$ cat src/rtl/uart_tx_if.sv
// Transmit-side handshake for uart_tx: byte strobe and data in, status and
// serial line out. The master modport is the byte producer, slave is the UART.
interface uart_tx_if;
  logic       tx_start;
  logic [7:0] tx_data;
  logic       tx_ready;
  logic       tx_busy;
  logic       tx_end;
  logic       tx;

  modport master (
    output tx_start, tx_data,
    input  tx_ready, tx_busy, tx_end, tx
  );

  modport slave (
    input  tx_start, tx_data,
    output tx_ready, tx_busy, tx_end, tx
  );
endinterface

$ cat src/rtl/uart_tx.sv
// 8N1 UART transmitter with a small power-of-two byte FIFO in front of it.
// Back-to-back frames are sent without an idle gap while the FIFO holds data.
module uart_tx #(
  parameter int DIV_RATE   = 260,
  parameter int FIFO_DEPTH = 4
) (
  input  logic     clk,
  input  logic     reset,
  uart_tx_if.slave bus
);

  localparam int DW = $clog2(DIV_RATE);
  localparam int AW = $clog2(FIFO_DEPTH);
  localparam logic [DW-1:0] DIV_LAST = DW'(DIV_RATE - 1);
  localparam logic [AW:0]   DEPTH_C  = (AW+1)'(FIFO_DEPTH);

  typedef enum logic [1:0] {
    IDLE,
    START,
    DATA,
    STOP
  } state_t;

  state_t          state_q;
  logic [7:0]      mem_q [FIFO_DEPTH];
  logic [AW-1:0]   wrPtr_q, wrPtr_d;
  logic [AW-1:0]   rdPtr_q, rdPtr_d;
  logic [AW:0]     count_q, count_d;
  logic [DW-1:0]   divCnt_q;
  logic [2:0]      bitCnt_q;
  logic [7:0]      shift_q;
  logic            tx_q;
  logic            txEnd_q;
  logic            push;
  logic            pop;
  logic            divDone;

  assign bus.tx_ready = (count_q < DEPTH_C);
  assign bus.tx_busy  = (state_q != IDLE) || (count_q != '0);
  assign bus.tx_end   = txEnd_q;
  assign bus.tx       = tx_q;

  // A pop happens whenever the transmitter is free to start a new frame:
  // from IDLE, or at the very last clock of a stop bit.
  always_comb begin
    divDone = (divCnt_q == '0);
    push    = bus.tx_start && bus.tx_ready;
    pop     = (count_q != '0) &&
              ((state_q == IDLE) || ((state_q == STOP) && divDone));
    wrPtr_d = wrPtr_q;
    rdPtr_d = rdPtr_q;
    count_d = count_q;
    if (push) begin
      wrPtr_d = wrPtr_q + AW'(1);
    end
    if (pop) begin
      rdPtr_d = rdPtr_q + AW'(1);
    end
    case ({push, pop})
      2'b10:   count_d = count_q + (AW+1)'(1);
      2'b01:   count_d = count_q - (AW+1)'(1);
      default: count_d = count_q;
    endcase
  end

  always_ff @(posedge clk) begin
    if (push) begin
      mem_q[wrPtr_q] <= bus.tx_data;
    end
  end

  always_ff @(posedge clk or posedge reset) begin
    if (reset) begin
      wrPtr_q <= '0;
      rdPtr_q <= '0;
      count_q <= '0;
    end else begin
      wrPtr_q <= wrPtr_d;
      rdPtr_q <= rdPtr_d;
      count_q <= count_d;
    end
  end

  // Frame sequencer; tx and tx_end are registered here so the line is glitch-free.
  always_ff @(posedge clk or posedge reset) begin
    if (reset) begin
      state_q  <= IDLE;
      divCnt_q <= '0;
      bitCnt_q <= '0;
      shift_q  <= '0;
      tx_q     <= 1'b1;
      txEnd_q  <= 1'b0;
    end else begin
      txEnd_q <= 1'b0;
      case (state_q)
        IDLE: begin
          if (pop) begin
            shift_q  <= mem_q[rdPtr_q];
            tx_q     <= 1'b0;
            divCnt_q <= DIV_LAST;
            state_q  <= START;
          end
        end
        START: begin
          if (!divDone) begin
            divCnt_q <= divCnt_q - DW'(1);
          end else begin
            divCnt_q <= DIV_LAST;
            tx_q     <= shift_q[0];
            shift_q  <= {1'b0, shift_q[7:1]};
            bitCnt_q <= 3'd0;
            state_q  <= DATA;
          end
        end
        DATA: begin
          if (!divDone) begin
            divCnt_q <= divCnt_q - DW'(1);
          end else begin
            divCnt_q <= DIV_LAST;
            if (bitCnt_q == 3'd7) begin
              tx_q    <= 1'b1;
              state_q <= STOP;
            end else begin
              tx_q     <= shift_q[0];
              shift_q  <= {1'b0, shift_q[7:1]};
              bitCnt_q <= bitCnt_q + 3'd1;
            end
          end
        end
        STOP: begin
          if (!divDone) begin
            divCnt_q <= divCnt_q - DW'(1);
          end else begin
            txEnd_q <= 1'b1;
            if (pop) begin
              shift_q  <= mem_q[rdPtr_q];
              tx_q     <= 1'b0;
              divCnt_q <= DIV_LAST;
              state_q  <= START;
            end else begin
              state_q <= IDLE;
            end
          end
        end
        default: state_q <= IDLE;
      endcase
    end
  end

  // Structural invariants of the FIFO and the end-of-frame pulse.
  assert property (@(posedge clk) disable iff (reset) count_q <= DEPTH_C);
  assert property (@(posedge clk) disable iff (reset) txEnd_q |=> !txEnd_q);
  assert property (@(posedge clk) disable iff (reset) (state_q == IDLE) |-> tx_q);

endmodule

$ cat src/flat_wrapper.sv
// flat-port wrapper written by rule: the top's interface ports become plain ports
module uart_tx_flat 
#(
  parameter int DIV_RATE   = 260,
  parameter int FIFO_DEPTH = 4
)
  (clk, reset, bus_tx_start, bus_tx_data, bus_tx_ready, bus_tx_busy, bus_tx_end, bus_tx);
  uart_tx_if bus_i ();
  input  logic clk;
  input  logic reset;
  input wire logic [$bits(bus_i.tx_start)-1:0] bus_tx_start;
  input wire logic [$bits(bus_i.tx_data)-1:0] bus_tx_data;
  output wire logic [$bits(bus_i.tx_ready)-1:0] bus_tx_ready;
  output wire logic [$bits(bus_i.tx_busy)-1:0] bus_tx_busy;
  output wire logic [$bits(bus_i.tx_end)-1:0] bus_tx_end;
  output wire logic [$bits(bus_i.tx)-1:0] bus_tx;
  assign bus_i.tx_start = bus_tx_start;
  assign bus_i.tx_data = bus_tx_data;
  assign bus_tx_ready = bus_i.tx_ready;
  assign bus_tx_busy = bus_i.tx_busy;
  assign bus_tx_end = bus_i.tx_end;
  assign bus_tx = bus_i.tx;
  uart_tx #(.DIV_RATE(DIV_RATE), .FIFO_DEPTH(FIFO_DEPTH)) u_core (.clk(clk), .reset(reset), .bus(bus_i));
endmodule
$ cat config.mk
export PLATFORM = sky130hd
export DESIGN_NAME = uart_tx_flat
export DESIGN_NICKNAME = d
export VERILOG_FILES = /design/src/rtl/uart_tx_if.sv /design/src/rtl/uart_tx.sv /design/src/flat_wrapper.sv
export SDC_FILE = /design/constraint.sdc
export NUM_CORES = 1
export LEC_CHECK = 0
export CAP_MARGIN = 30
export CELL_PAD_IN_SITES_DETAIL_PLACEMENT = 1
export CELL_PAD_IN_SITES_GLOBAL_PLACEMENT = 1
export CORE_MARGIN = 1.5
export CORE_UTILIZATION = 45
export CTS_CLUSTER_DIAMETER = 40
export CTS_CLUSTER_SIZE = 8
export DETAILED_ROUTE_END_ITERATION = 7
export PLACE_DENSITY_LB_ADDON = 0.1
export SYNTH_ARGS = -nofsm -noshare
export SYNTH_HDL_FRONTEND = slang
export SYNTH_SLANG_ARGS = --single-unit
$ cat constraint.sdc
create_clock -name clk -period 5.8 [get_ports clk]
set_input_delay 0.58 -clock clk [delete_from_list [all_inputs] [get_ports clk]]
set_output_delay 0.58 -clock clk [all_outputs]
set_load 0.005 [all_outputs]
**Yosys cells after proc, flatten, opt, wreduce, memory -nomap -nowiden**

Memories as Yosys holds them, arrays and structs flattened.
Index checks and enable logic that the tools add are counted.

- Bits in registers: 31
- Bits in writable memories: 32
- Output and inout port bits: 4
- Memories: 1

- $add $sub $neg: 6
- $lt $le $gt $ge: 1
- Eq/ne operators: 12
- Muxes and demuxes: 32
- Reductions and logical operators: 16

Memory list:

| memory | words | bits a word | rd ports | clocked after memory_dff | write ports | RTL line | text |
|---|---|---|---|---|---|---|---|
| u_core.mem_q | 4 | 8 | 1 | 0 | 1 | uart_tx.sv:25 | `logic [7:0] mem_q [FIFO_DEPTH];` |

Operators with widths:

| cell | number |
|---|---|
| $mux W8 | 5 |
| $pmux W8 S4 | 1 |
| $mux W9 | 3 |
| $pmux W9 S3 | 1 |
| $pmux W3 S2 | 2 |
| $mux W1 | 10 |
| $mux W2 | 5 |
| $ne A2 B1 Y1 const B | 5 |
| $logic_not A9 Y1 | 1 |
| $mux W3 | 3 |
| $sub A9 B1 Y9 const B | 1 |
| $pmux W2 S4 | 1 |
| $reduce_and A4 Y1 | 2 |
| $add A3 B1 Y3 const B | 2 |
| $eq A2 B2 Y1 const B | 3 |
| $reduce_bool A2 Y1 | 3 |
| $reduce_and A5 Y1 | 1 |
| $add A2 B1 Y2 const B | 2 |
| $eq A2 B1 Y1 const B | 2 |
| $pmux W1 S4 | 1 |
| $eq A3 B3 Y1 const B | 1 |
| $logic_and A1 B1 Y1 | 3 |
| $lt A3 B3 Y1 const B | 1 |
| $reduce_and A3 Y1 | 1 |
| 6 further kinds | 7 |

**Longest topological paths before layout**

- Word-level depth: 7
- Gate-level depth with buffers: 12
- Gate-level depth less buffers: 11

**Worst setup path before layout**

No wires, ideal clock.

- Path kind: register to register
- Start: register u_core.divCnt_q[0]
- End: register u_core.count_q[2]
- Setup time: 0.080 ns
- Arrival: 2.552 ns
- Required time: 5.720 ns
- Path slack: 3.168 ns
- Cell stages (with the launch flop): 13
- Cell sequence: dfrtp_1 inv_1 ha_1 nor4b_4 a31oi_1 nor2_2 buf_6 ha_1 inv_1 fa_1 xor2_1 nor2_1 xnor2_1

- Longest elaborated chain between the ends: 6

RTL lines:

| element | RTL line | text |
|---|---|---|
| from (decl) | uart_tx.sv:29 | `logic [DW-1:0] divCnt_q;` |
| from (signal assigned) | uart_tx.sv:106 | `divCnt_q <= divCnt_q - DW'(1);` |
| from (signal assigned) | uart_tx.sv:117 | `divCnt_q <= divCnt_q - DW'(1);` |
| from (signal assigned) | uart_tx.sv:132 | `divCnt_q <= divCnt_q - DW'(1);` |
| $logic_not A9 Y1 * | uart_tx.sv:46 | `divDone = (divCnt_q == '0);` |
| $logic_and A1 B1 Y1 * | uart_tx.sv:49 | `((state_q == IDLE) \|\| ((state_q == STOP) && divDone));` |
| $logic_or A1 B1 Y1 * | uart_tx.sv:49 |  |
| $logic_and A1 B1 Y1 * | uart_tx.sv:48 | `pop = (count_q != '0) &&` |
| net u_core.pop | uart_tx.sv:35 | `logic pop;` |
| $eq A2 B1 Y1 / $eq A2 B2 Y1 (equally long branches) | uart_tx.sv:59 | `case ({push, pop})` |
| $pmux W3 S2 / $reduce_bool A2 Y1 (equally long branches) | n/a |  |
| to (signal assigned) | uart_tx.sv:80 | `count_q <= count_d;` |
| to (decl) | uart_tx.sv:28 | `logic [AW:0] count_q, count_d;` |

The timed path passes the listed nets; every way through them passes the cells marked *.
A chain may end at the register's enable or synchronous reset.

**Final worst setup path**

- Start: register u_core.divCnt_q[0]
- End: register u_core.count_q[2]

- Longest elaborated chain between the ends: 6

RTL lines:

| element | RTL line |
|---|---|
| $logic_not A9 Y1 * | uart_tx.sv:46 |
| $logic_and A1 B1 Y1 * | uart_tx.sv:49 |
| $logic_or A1 B1 Y1 * | uart_tx.sv:49 |
| $logic_and A1 B1 Y1 * | uart_tx.sv:48 |
| $eq A2 B1 Y1 / $eq A2 B2 Y1 (equally long branches) | uart_tx.sv:59 |
| $pmux W3 S2 / $reduce_bool A2 Y1 (equally long branches) | n/a |

Mark *: on every way between the ends. The rest lies on a longest branch, timed or not.

==> summary.md <==
| Metric | Value |
|---|---|
| Die extent in y | `85.49 microns` |
| Most frequent cells in the layout | `edfxtp_1, dfrtp_1, o21ai_0` |
| First-pass GRT wire length | `10,280 microns` |
| Remaining antenna violation count | `0` |
| First-iteration detailed-routing DRC count | `102` |
| Drt total wl | `5871 microns` |
| Clk_lat worst skew | `0.34 ns` |
| Port bufs | `14` |
| Initial antenna violation count | `0` |
| Critical path type | `register to register` |
| Final setup vio count | `0` |
| Slowest CP cell | `nor2_2` |
| Critical-path maximum fanout | `17` |
| Worst vdd ir | `0.2574 mV` |
| FFs w/ async S/R, synth | `49.21%` |
| Root buffer cell | `clkbuf_8` |
| Cts hold-fix bufs | `0` |
| Average size of a mapped cell | `13.03 sq um` |
| PnR worst setup slack | `2.664 ns` |
| Yosys warnings | `0` |
| Pin count of the biggest net entering global routing | `32` |
| Yosys cell types | `56` |
| Area Overhead vs Synth | `13.36%` |
| Fmax | `318.8 MHz` |
| Drt drc | `0` |
| N_diodes | `0` |
| Worst-Margin Slew | `0.7223 ns` |
| Final HPWL DP | `4008 microns` |
| Detailed-route via count | `1,897` |
| Gpl congestion | `0.7387` |
| Crit path from | `u_core.divCnt_q[0]$_DFF_PP0_` |
| Sequential share of the synthesized area | `56.76%` |
| Net count, final | `277` |
| Syn_nets | `261` |
| Crit start category | `register` |
| Pwr/cell area | `575.1 nW/um^2` |
| P_leak | `1.357 nW` |
| Fin crit share | `54.08%` |
| Crit end category | `register` |
| Clock group share of total power | `21.1%` |
| Worst Path Arrival | `3.40 ns` |
| # Post-CTS Setup Buffers | `0` |
| Net Sw Frac | `38.36%` |
| Reg clk slew, reported paths | `0.08 ns` |
| Final min period | `3.136 ns` |
| All-Layer GR Usage | `18.55%` |
| Hold Path Origin | `u_core.shift_q[4]$_DFFE_PP0P_` |
| Internal power | `1.230 mW` |
| CTS Buf Count | `9` |
| Net switching power | `765.8 uW` |
| Crit path cell chain | `inv_1, ha_1, nor4b_4, a31oi_1, nor2_2, ha_1, inv_1, fa_1, xor2_1, nor2_1, xnor2_1` |
| Setup TNS | `0 ns` |
| Crit-path max cell delay | `0.61 ns` |
| Synthesized cell area | `3062 sq um` |
| Via density | `5.697` |
| Num Clock Sinks | `63` |
| TritonCTS clock tree | `built` |
| Final Hold Violating Endpoints | `0` |
| Drt wl/cell | `17.63 microns` |
| Combinational power share | `43.0%` |
| Max-slew headroom | `51.66%` |
| Seq pwr share | `35.9%` |
| Number of fill cells | `663` |
| Post-cts repair resize count | `0` |
| Flops & latches, synth | `63` |
| Synth Instances | `235` |
| Outcome | `complete, no violations` |
| Vias in the first global route | `2,014` |
| CTS max path bufs | `2` |
| H-tree levels | `3` |
| Post-synth EDFFs | `32` |
| First-pass DRT Iterations | `4` |
| Biggest area consumer among synthesized cells | `edfxtp_1` |
| Die W | `85.49 microns` |
| Clock Skew | `0.01146 ns` |
| Yosys top cell area share | `31.39%` |
| Reg2reg start | `u_core.divCnt_q[0]$_DFF_PP0_` |
| Worst EP required | `6.07 ns` |
| Most common cell after layout, fill and taps aside | `edfxtp_1` |
| Worst min-delay path class | `register to register` |
| Layout cells sized above 1 | `14.06%` |
| Die ar. | `7308 sq um` |
| Total of max-cap violations | `0` |
| Row count | `29` |
| # IOs | `15` |
| Unrepaired setup endpoints after global routing | `no` |
| Worst slack at placement | `2.662 ns` |
| Core Area | `6459 sq um` |
| Top post-synthesis cells by area | `edfxtp_1, dfrtp_1, mux4_2, ha_1, o21ai_0` |
| Prevailing post-synth register cell | `edfxtp_1` |
| Final max-slew violation count | `0` |
| GRT overflow | `0` |
| Initial Utilization | `47.40%` |
-- worst paths after layout --
path / end / slack [ns] / depth (start not counted)
max: u_core.count_q[2]$_DFFE_PP0P_ / 2.66 / 11
min: u_core.shift_q[4]$_DFFE_PP0P_ / 0.50 / 1
max reg2reg: u_core.count_q[2]$_DFFE_PP0P_ / 2.66 / 11
min reg2reg: u_core.shift_q[4]$_DFFE_PP0P_ / 0.50 / 1
max in group asynchronous: u_core.bus.tx$_DFFE_PP1P_ / 4.84 / 3
min in group asynchronous: u_core.divCnt_q[2]$_DFF_PP0_ / 0.64 / 3
-- power by group through the flow --
stage	Combinational, mW	Clock [mW]	Sequential [mW]
floorplan	0.729	0	0.669
global placement	0.841	0	0.721
detailed placement	0.860	0	0.727
CTS	0.869	0.435	0.720
global route	0.973	0.451	0.738
finish	0.858	0.422	0.717
-- flip-flops by register name, indices dropped and copies added, names as in the netlist, 2 cells and up --
signal and cells:
u_core.wrPtr_q 2, u_core.count_q 3, u_core.state_q 2, u_core.bitCnt_q 3, u_core.shift_q 8, u_core.mem_q 32, u_core.divCnt_q 9, u_core.rdPtr_q 2
-- through the flow --
| stage | util, % | hold slack (ns) | instance area (sq um) | power (mW) | instances |
|---|---|---|---|---|---|
| 6_report | 53.74 | 0.4961 | 3471 | 1.996 | 333 |
| 5_1_grt | 53.74 | 0.5273 | 3471 | 2.162 | 333 |
| 4_1_cts | 53.74 | 0.4983 | 3471 | 2.024 | 333 |
| 3_5_place_dp | 50.31 | 0.4780 | 3249 | 1.588 | 317 |
| 3_3_place_gp | 50.31 | 0.4706 | 3249 | 1.562 | 317 |
| 2_1_floorplan | - | 0.4565 | 3062 | 1.398 | 235 |
-- worst max-delay path, delay by kind of cell (launching register included) --
| kind | cells | cell delay, ns |
|---|---|---|
| compound gates | 1 | 0.23 |
| xor+xnor | 2 | 0.27 |
| fa+ha+maj | 3 | 0.87 |
| buf+inv | 2 | 0.16 |
| flops | 1 | 0.43 |
| simple gates | 3 | 1.11 |
-- per-layer routing --
layer  track usage (%)  share of wire, %
met5                 0                 0
met4             8.944               2.3
met3             3.794               2.2
met2             29.28                48
met1             24.58                48
-- cell usage after synthesis, types with 5 or more instances --
cell type and n:
a21oi_1 7, nor2b_1 5, nand2_1 10, ha_1 14, nor2_1 11, inv_1 14
a22oi_1 5, nor3_1 5, o2bb2ai_1 6, mux4_2 8, dfrtp_1 30, o21ai_0 15
edfxtp_1 32, nand2b_1 5
-- logic make-up (layout without fill, tap and decap cells) --
kind of cell	Yosys count	count (layout)	share of synthesized area, %
compound gates	58	58	13.28
xor+xnor	6	6	1.716
fa+ha+maj	15	15	6.375
buf+inv	24	45	3.555
flops	63	63	56.76
mux	9	9	6.212
simple gates	60	60	12.10
-- area by class of cell --
cell class	count	area, sq um	share of cell area, %
Sequential cell	63	1738	50.07
Inverter	14	52.55	1.514
Clock buffer	10	127.6	3.677
Clock inverter	6	93.84	2.704
Tap cell	77	96.34	2.776
Multi-Input combinational cell	148	1215	35.00
Timing Repair Buffer	15	147.6	4.254
(Power assumes the default switching activity.)
